[src/rtl/signed_seq_multiplier.sv]
// signed_seq_multiplier
//   Shift-add sequential multiplier with a runtime signed/unsigned mode.
//   The operands are reduced to magnitudes when the operation is accepted.
//   One multiplier bit is consumed per cycle, LSB first, for exactly LENGTH cycles.
//   A final FIX cycle restores the sign. The latency does not depend on the data.
//
// Ports
//   clock         system clock, rising edge
//   reset         synchronous, active-high; clears all state and outputs
//   start         request, taken in IDLE, or in DONE once Ready is showing
//   signed_mode   1 = operands are two's complement, 0 = unsigned
//   multiplier    operand A (LENGTH bits)
//   multiplicand  operand B (LENGTH bits)
//   product       registered 2*LENGTH-bit result
//   Computing     high while an operation is in progress (CALC and FIX)
//   Ready         high while product holds a finished result
//   Negative      set when a signed result is below zero
//
// Computing and Ready are registered and follow the state by one cycle.
// As a result:
//   - start accepted at edge k raises Computing at edge k+1;
//   - Ready rises at edge k+LENGTH+2.
// In DONE, start is only taken once Ready is visible. This guarantees that
// every result is presented for at least one cycle. A start held high
// therefore restarts every LENGTH+3 cycles.
module signed_seq_multiplier #(
  parameter int LENGTH = 8,
  parameter int CNT_W  = $clog2(LENGTH + 1)
) (
  input  logic                  clock,
  input  logic                  reset,
  input  logic                  start,
  input  logic                  signed_mode,
  input  logic [LENGTH-1:0]     multiplier,
  input  logic [LENGTH-1:0]     multiplicand,
  output logic [2*LENGTH-1:0]   product,
  output logic                  Computing,
  output logic                  Ready,
  output logic                  Negative
);

  typedef enum logic [1:0] {IDLE, CALC, FIX, DONE} state_t;

  state_t                state, state_n;
  logic [LENGTH-1:0]     a_q;      // remaining multiplier bits, shifted right each CALC cycle
  logic [2*LENGTH-1:0]   bsh_q;    // |B| << counter, shifted left each CALC cycle
  logic [2*LENGTH-1:0]   acc_q;
  logic [CNT_W-1:0]      cnt_q;
  logic                  sign_q;
  logic                  accept;

  // |v| as an unsigned LENGTH-bit value. -2^(LENGTH-1) negates to itself,
  // which read as unsigned is exactly 2^(LENGTH-1).
  function automatic logic [LENGTH-1:0] magnitude(input logic signed [LENGTH-1:0] v,
                                                  input logic                     is_signed);
    if (is_signed && v[LENGTH-1])
      return -v;
    else
      return v;
  endfunction

  function automatic logic [2*LENGTH-1:0] apply_sign(input logic [2*LENGTH-1:0] mag,
                                                     input logic                neg);
    return neg ? -mag : mag;
  endfunction

  assign accept = start && ((state == IDLE) || ((state == DONE) && Ready));

  always_comb begin
    state_n = state;
    case (state)
      IDLE, DONE: if (accept) state_n = CALC;
      CALC:       if (cnt_q == CNT_W'(LENGTH - 1)) state_n = FIX;
      FIX:        state_n = DONE;
      default:    state_n = IDLE;
    endcase
  end

  always_ff @(posedge clock) begin
    if (reset) begin
      state     <= IDLE;
      a_q       <= '0;
      bsh_q     <= '0;
      acc_q     <= '0;
      cnt_q     <= '0;
      sign_q    <= 1'b0;
      product   <= '0;
      Negative  <= 1'b0;
      Computing <= 1'b0;
      Ready     <= 1'b0;
    end else begin
      state     <= state_n;
      Computing <= (state == CALC) || (state == FIX);
      Ready     <= (state == DONE) && !accept;

      // load: operands reduced to magnitudes, sign kept aside
      case (state)
        IDLE, DONE: begin
          if (accept) begin
            a_q    <= magnitude(multiplier, signed_mode);
            bsh_q  <= {{LENGTH{1'b0}}, magnitude(multiplicand, signed_mode)};
            sign_q <= signed_mode && (multiplier[LENGTH-1] ^ multiplicand[LENGTH-1]);
            acc_q  <= '0;
            cnt_q  <= '0;
          end
        end
        // accumulate: one multiplier bit per cycle; magnitudes cannot overflow 2*LENGTH bits
        CALC: begin
          if (a_q[0])
            acc_q <= acc_q + bsh_q;
          a_q   <= a_q >> 1;
          bsh_q <= bsh_q << 1;
          cnt_q <= cnt_q + CNT_W'(1);
        end
        // fix: restore the sign; a zero magnitude never reports Negative
        FIX: begin
          product  <= apply_sign(acc_q, sign_q);
          Negative <= sign_q && (acc_q != '0);
        end
        default: ;
      endcase
    end
  end

endmodule

[config.mk]
export PLATFORM = sky130hd
export DESIGN_NAME = signed_seq_multiplier
export DESIGN_NICKNAME = d
export VERILOG_FILES = /design/src/rtl/signed_seq_multiplier.sv
export SDC_FILE = /design/constraint.sdc
export NUM_CORES = 1
export LEC_CHECK = 0
export BUFFER_PORTS_ARGS = -buffer_cell sky130_fd_sc_hd__buf_2
export CORE_MARGIN = 3
export CORE_UTILIZATION = 53
export CTS_CLUSTER_DIAMETER = 200
export DETAILED_ROUTE_END_ITERATION = 6
export PLACE_DENSITY = 0.75
export SETUP_SLACK_MARGIN = 0.15
export SLEW_MARGIN = 25
export SYNTH_ARGS = -nofsm -noshare
export SYNTH_HDL_FRONTEND = slang
export SYNTH_SLANG_ARGS = --single-unit
[constraint.sdc]
create_clock -name clock -period 1.96 [get_ports clock]
set_clock_uncertainty 0.1 [all_clocks]
set_input_delay 0.392 -clock clock [delete_from_list [all_inputs] [get_ports clock]]
set_output_delay 0.392 -clock clock [all_outputs]
set_load 0.005 [all_outputs]
==> results of run 1 <==
[cell type report]
class | instances | area [µm²]
clock inverters | 7 | 77.6
fillers | 352 | 1090
repair buffers | 131 | 1050
well taps | 96 | 120
inverters | 18 | 80.1
clock buffers | 9 | 124
multi-input cells | 358 | 3010
flip-flops and latches | 66 | 1370
[power breakdown]
group | internal (µW) | total, µW | switching [µW] | leakage [µW]
Combinational | 2110 | 4500 | 2390 | 0.00178
Sequential | 1620 | 1860 | 236 | 0.000549
Clock | 596 | 1210 | 617 | 0.0000998
Total | 4330 | 7570 | 3250 | 0.00243
[tightest hold or removal path, stage by stage]
cell       delay, ps
buf_2            120
nand4bb_1        110
a21oi_2           50
[cell usage in the layout (no fill, tap or decap), types with 3 or more instances in the layout]
master     n
dfxtp_4    6
nand4_1    4
o21ai_0   18
a31oi_1    4
buf_12     4
inv_4      3
clkinv_4   4
a21oi_1   15
mux2i_1    9
dfxtp_2   17
nor2_1    48
nand3_1    4
nor3_1     7
o21a_1     3
or3_1      3
a21oi_4    3
inv_1     12
ha_4      13
buf_2     38
a22oi_2    9
o21ai_4    3
clkbuf_8   9
a211oi_1  13
nand2_4    8
buf_6     20
buf_4     66
a22o_1     6
nand2_1   42
xor2_1    17
ha_1      11
o21ai_2    4
a21oi_2   21
xnor2_1   16
a21o_1     6
nand2_2   11
dfxtp_1   43
[repair_timing]
item / CTS / global route
cloned: 1 / 3
gates resized for setup: 50 / 96
pin swaps: 30 / 62
buffers inserted: 13 / 17
endpoints found under the setup margin: 52 / 52
[logic make-up after synthesis]
family / synth area share [%]
xor+xnor: 8.22
compound gates: 23.8
buf+inv: 4.31
fa+ha+maj: 8.35
flops: 34.4
mux: 2.35
simple gates: 18.5
[per-stage QoR]
| stage | instance area [µm²] | hold slack, ps | instances |
|---|---|---|---|
| after CTS | 5240 | 260 | 665 |
| after global routing | 5820 | 279 | 685 |
| final | 5820 | 261 | 685 |
| after detailed placement | 4700 | 346 | 635 |
| after floorplan | 4050 | 332 | 464 |
| after global placement | 4700 | 338 | 635 |
[worst max path at each step]
stage / from / to / slack, ps / cells after the start
2_1_floorplan: acc_q[2]$_SDFFE_PP0P_ / acc_q[8]$_SDFFE_PP0P_ / -140 / 8
3_3_place_gp: bsh_q[0]$_SDFFE_PP0P_ / acc_q[8]$_SDFFE_PP0P_ / -140 / 10
3_5_place_dp: bsh_q[0]$_SDFFE_PP0P_ / acc_q[8]$_SDFFE_PP0P_ / -200 / 10
4_1_cts: bsh_q[0]$_SDFFE_PP0P_ / acc_q[8]$_SDFFE_PP0P_ / -200 / 10
5_1_grt: acc_q[2]$_SDFFE_PP0P_ / product[15]$_SDFFE_PP0N_ / -380 / 10
6_report: acc_q[2]$_SDFFE_PP0P_ / product[15]$_SDFFE_PP0N_ / -320 / 10
[metal layers]
layer	wire [µm]	share of wire, %	track usage [%]	vias to the layer above
li1	-	-	-	1885
met1	5560	40	33.1	1970
met2	6950	50	41.6	216
met3	846	6.1	3.40	54
met4	420	3.0	10.3	0
met5	0	0	0	-
[state kept, by name, summed over array words and instances (netlist names)]
register,count
Computing,1
Negative,1
Ready,1
a_q,8
acc_q,16
bsh_q,16
cnt_q,4
product,16
sign_q,1
state,2
==> results.md, run 1 <==
* Status: complete, but fails checks
* Failing checks: negative setup slack
* Worst reg2reg setup slack at -320 ps
* Vias in the first global route at roughly 3600
* Max_slew headroom at a little over two thirds
* Area grow syn2layout at 51.7%
* Pre-CTS WS at -203 ps
* Row cnt at 30
* Period utilization at 116%
* Grt total ovfl at 0
* Share of cells above drive strength 1 at between 40% and 50%
* Pin count of the biggest net entering global routing at 37
* DRT Pass-1 Iters at 5
* Post-Syn Area at about 0.0038 mm²
* Bufs and invs on worst path at 3
* RSZ-0062 raised after global routing: yes
* Tightest Pin Transition at roughly 440 ps
* Clk_lat worst skew at around 360 ps
* Yosys warning count at 0
* Slew Viols, Final at 0
* F_max at 439 MHz
* Clk buf depth at 2
* Slowest CP cell: or4_4
* Min Tclk post-route at between 2000 and 2500 ps
* Sum of negative setup slack at -3050 ps
* Ant. Diodes at 0
* Family with the most delay on the worst path: simple AND/OR/NAND/NOR gates
* Synth cell count leaders: dfxtp_1 (66), nand2_1 (62), nor2_1 (50)
* Area leader, netlist: dfxtp_1
* Maxcap violations at 0
* # H-tree levels at 3
* Root Buffer: clkbuf_8
* CP Class: flop to flop
* Final setup vio count at 21
* Initial antenna violation count at 0
* Synth Flop Type: dfxtp_1
* Die Span Y at approximately 91 µm
* R2R Path End: product[15]$_SDFFE_PP0N_
* Crit end category: flop
* Final wirelength at around 14000 µm
* Ports at 39
* VDD IR max at 0.000974 V
* Drt initial violations at roughly 390
* First-pass GRT wire length at 17000 µm
* Top cell type's share of synthesized area at between 30% and 40%
* Chip Width at 91.1 µm
* Count leader, synth: dfxtp_1
* Design Power at between 7000 and 8000 µW
* # DRC at 0
* Final layout net count at 629
* Critical Path, Cell by Cell: buf_6 -> nor2_4 -> buf_12 -> nand3_4 -> or4_4 -> buf_6 -> o21ai_2 -> xnor2_1 -> mux2i_1 -> nor2_1
* Syn nets at between 500 and 600
* CTS clk-pin slew, worst paths at ~90 ps
* Clk sinks at 66
* Hold depth at 3
* CP required at approximately 2100 ps
* Worst stage delay on the critical path at about 480 ps
* Hold buffers post-CTS at 0
* Synthesized netlist cell count at around 460
* R2R depth at 10
* Setup crit start kind: flop
* IO buf count at 38
* Hold Crit Start: multiplier[7]
* Worst Hold End: a_q[7]$_SDFFE_PP0P_
* Async SR Flop Fraction at 0%
* TritonCTS Buffers at 9
* Routed length per placed instance at 20.1 µm
* Synthesized area per cell at 8.27 µm²
* Hpwl dp at ~7000 µm
* ANT nets after route at 0
* Most frequent CP cell: buf_6
* Power per cell area at roughly 1300 mW/mm²
* Initial core utilization at 55.5%
* Vias per inst at 6.02
* Setup ws final at -319 ps
* Tot GR Track Use at between 20% and 30%
* Yosys reg bits at between 60 and 70
* Arrival @ worst endpoint at 2410 ps
* CP Max Fanout at 4
* TritonCTS clock tree: done
* Worst reg2reg startpoint: acc_q[2]$_SDFFE_PP0P_
* Via count of the routed design at between 4000 and 5000
* Placer Congestion at a little under 0.9
* Die area at roughly 0.0083 mm²
* Top post-synthesis cells by area: dfxtp_1 (34%), ha_1 (7.8%), nand2_1 (6.1%)
* Final Hold Fails at 0
* Seq/Total Area, Yosys at between 30% and 40%
* Lkg Pwr at around 0.0024 µW
* Synth unique cells at 64
* Post-synth EDFFs at 0
* Core box area at between 0.006 and 0.007 mm²
* Hold/Removal Path Class: input port to flop
* Post-layout util at between 80% and 90%
Note: power is estimated with default switching activity, not from simulation.
==> inputs of run 2 (changes only) <==
==> constraint.sdc (replaced) <==
create_clock -name clock -period 1.96 [get_ports clock]
set_clock_uncertainty 0.1 [all_clocks]
set_input_delay 0.49 -clock clock [delete_from_list [all_inputs] [get_ports clock]]
set_output_delay 0.49 -clock clock [all_outputs]
set_load 0.005 [all_outputs]
==> run 2 against run 1 <==
Net effect:
- the flow still finishes with violations (negative setup slack)
- worst setup slack better by 66 ps
- via count is 5.6% lower
- clock-buffer cell count is 1 higher
- wire length is 18% lower
- design area is 3.6% lower
- maximum frequency is 3.0% higher
- cell count is 1.2% lower
- clock power is 8% higher
- flip-flop and latch count stayed put
- critical path depth stayed put
- total power is 4.2% lower
- core utilization is 3.0 points lower
- critical endpoint is now acc_q[8]$_SDFFE_PP0P_
- highest routed layer unchanged
==> results.md, run 2 (synthesized netlist as in run 1, its figures left out) <==
* Status: complete, but fails checks
* Failing checks: negative setup slack
* RSZ-0062 raised after global routing: yes
* Switch Pwr at 2970 µW
* Commonest non-fill, non-tap cells in the layout: buf_4 (63), nand2_1 (48), nor2_1 (47), dfxtp_1 (43), buf_2 (39)
* Initial antenna violation count at 0
* Crit end category: flop
* Tightest Pin Transition at approximately 360 ps
* FILL cells at slightly above 400
* Max_slew headroom at between 70% and 80%
* Setup ws final at -253 ps
* VDD IR max at between 0.001 and 0.0015 V
* Die area at between 0.008 and 0.009 mm²
* Chip Width at between 90 and 100 µm
* First-pass GRT wire length at 16100 µm
* Top Registers: acc_q (16), bsh_q (16), product (16)
* CP required at 2100 ps
* Via count of the routed design at between 3000 and 4000
* Grt total ovfl at 0
* Row cnt at 30
* Power per cell area at between 1000 and 1500 mW/mm²
* Area grow syn2layout at 46.3%
* Int Pwr at between 4000 and 5000 µW
* Slew Viols, Final at 0
* Power share of the clock group at between 10% and 20%
* Placer Congestion at 0.864
* Core box area at 0.00691 mm²
* # DRC at 0
* Root Buffer: clkbuf_8
* Clk buf depth at 2
* Maxcap violations at 0
* F_max at about 450 MHz
* R2R depth at 10
* FF+latch area at between 0.001 and 0.0015 mm²
* CP Max Fanout at 2
* CP Class: flop to flop
* DRT Pass-1 Iters at 5
* TritonCTS Buffers at 9
* Hold depth at 2
* Setup crit start kind: flop
* Ant. Diodes at 0
* Pin count of the biggest net entering global routing at 37
* Initial core utilization at 55.5%
* Min Tclk post-route at approximately 2200 ps
* Clk_lat worst skew at 340 ps
* Ports at 39
* Hpwl dp at 6720 µm
* WHS at approximately 360 ps
* Most common cell after layout, fill and taps aside: buf_4
* # H-tree levels at 3
* Final layout net count at 621
* Multi-input logic area at 0.00289 mm²
* Final Hold Fails at 0
* Hold/Removal Path Class: flop to flop
* Hold buffers post-CTS at 0
* Vias per inst at 5.75
* Final wirelength at approximately 11000 µm
* ANT nets after route at 0
* Die Span Y at about 91 µm
* Lkg Pwr at 0.00237 µW
* Design Power at 7250 µW
* CTS clk-pin slew, worst paths at approximately 80 ps
* Clk sinks at 66
* Drt initial violations at between 200 and 300
* Comb power frac at about 57%
* Sequential Power Share at 25.3%
* Final setup vio count at 15
* Arrival @ worst endpoint at between 2000 and 2500 ps
* TritonCTS clock tree: done
* Period utilization at 113%
* Vias in the first global route at between 3000 and 4000
* Switch share at around two fifths
* Tot GR Track Use at a little under a quarter
* IO buf count at 38
* Routed length per placed instance at 16.6 µm
* Share of cells above drive strength 1 at a little over two fifths
run 2: power groups by stage:
stage               Sequential [µW]  Combinational [µW]  Clock (µW)
floorplan                      1830                1690           0
global placement               1820                2460           0
detailed placement             1830                2530           0
CTS                            1810                3000        1320
global route                   1870                4360        1390
finish                         1840                4100        1310
run 2: stage by stage:
stage	area, µm²	util (%)	worst slack, ps	cells	TNS, ps
finish	5610	81.3	-253	677	-1290
detailed placement	4710	68.2	-169	636	-1080
global placement	4710	68.2	-141	636	-544
CTS	5230	75.7	-167	662	-702
global route	5610	81.3	-342	677	-2530
floorplan	4050	-	-140	464	-140
run 2: path summary, 6_finish.rpt:
| check | endpoint | slack (ps) | from |
|---|---|---|---|
| max | acc_q[8]$_SDFFE_PP0P_ | -250 | bsh_q[0]$_SDFFE_PP0P_ |
| min | a_q[7]$_SDFFE_PP0P_ | 360 | a_q[7]$_SDFFE_PP0P_ |
| max reg2reg | acc_q[8]$_SDFFE_PP0P_ | -250 | bsh_q[0]$_SDFFE_PP0P_ |
| min reg2reg | a_q[7]$_SDFFE_PP0P_ | 360 | a_q[7]$_SDFFE_PP0P_ |
run 2: final cells by class:
class | instances | area share (%)
clock buffers | 10 | 2.45
clock inverters | 6 | 1.61
inverters | 18 | 1.38
multi-input cells | 359 | 51.5
flip-flops and latches | 66 | 24.3
well taps | 96 | 2.14
repair buffers | 122 | 16.6
run 2: worst max-delay path, stage by stage, from the launching register on:
cell,delay (ps)
dfxtp_2,340
ha_4,160
inv_2,60
fa_2,220
nor2b_2,60
o211ai_2,170
a21boi_2,90
o21a_1,190
o21a_1,180
or3_1,300
a32o_1,240
run 2: timing repair:
| item | 4_1_cts | 5_1_grt |
|---|---|---|
| setup buffers | 8 | 12 |
| resized for setup | 47 | 65 |
| endpoints found under the setup margin | 51 | 52 |
| gates cloned | 2 | 3 |
| pin swaps | 35 | 50 |
run 2: per-layer routing:
layer  routed length [µm]  share of wire [%]  track usage (%)
met5                    0                  0                0
met4                  273                2.4             9.67
met3                  576                5.1             3.40
met2                 5660                 50             39.9
met1                 4720                 42             30.8
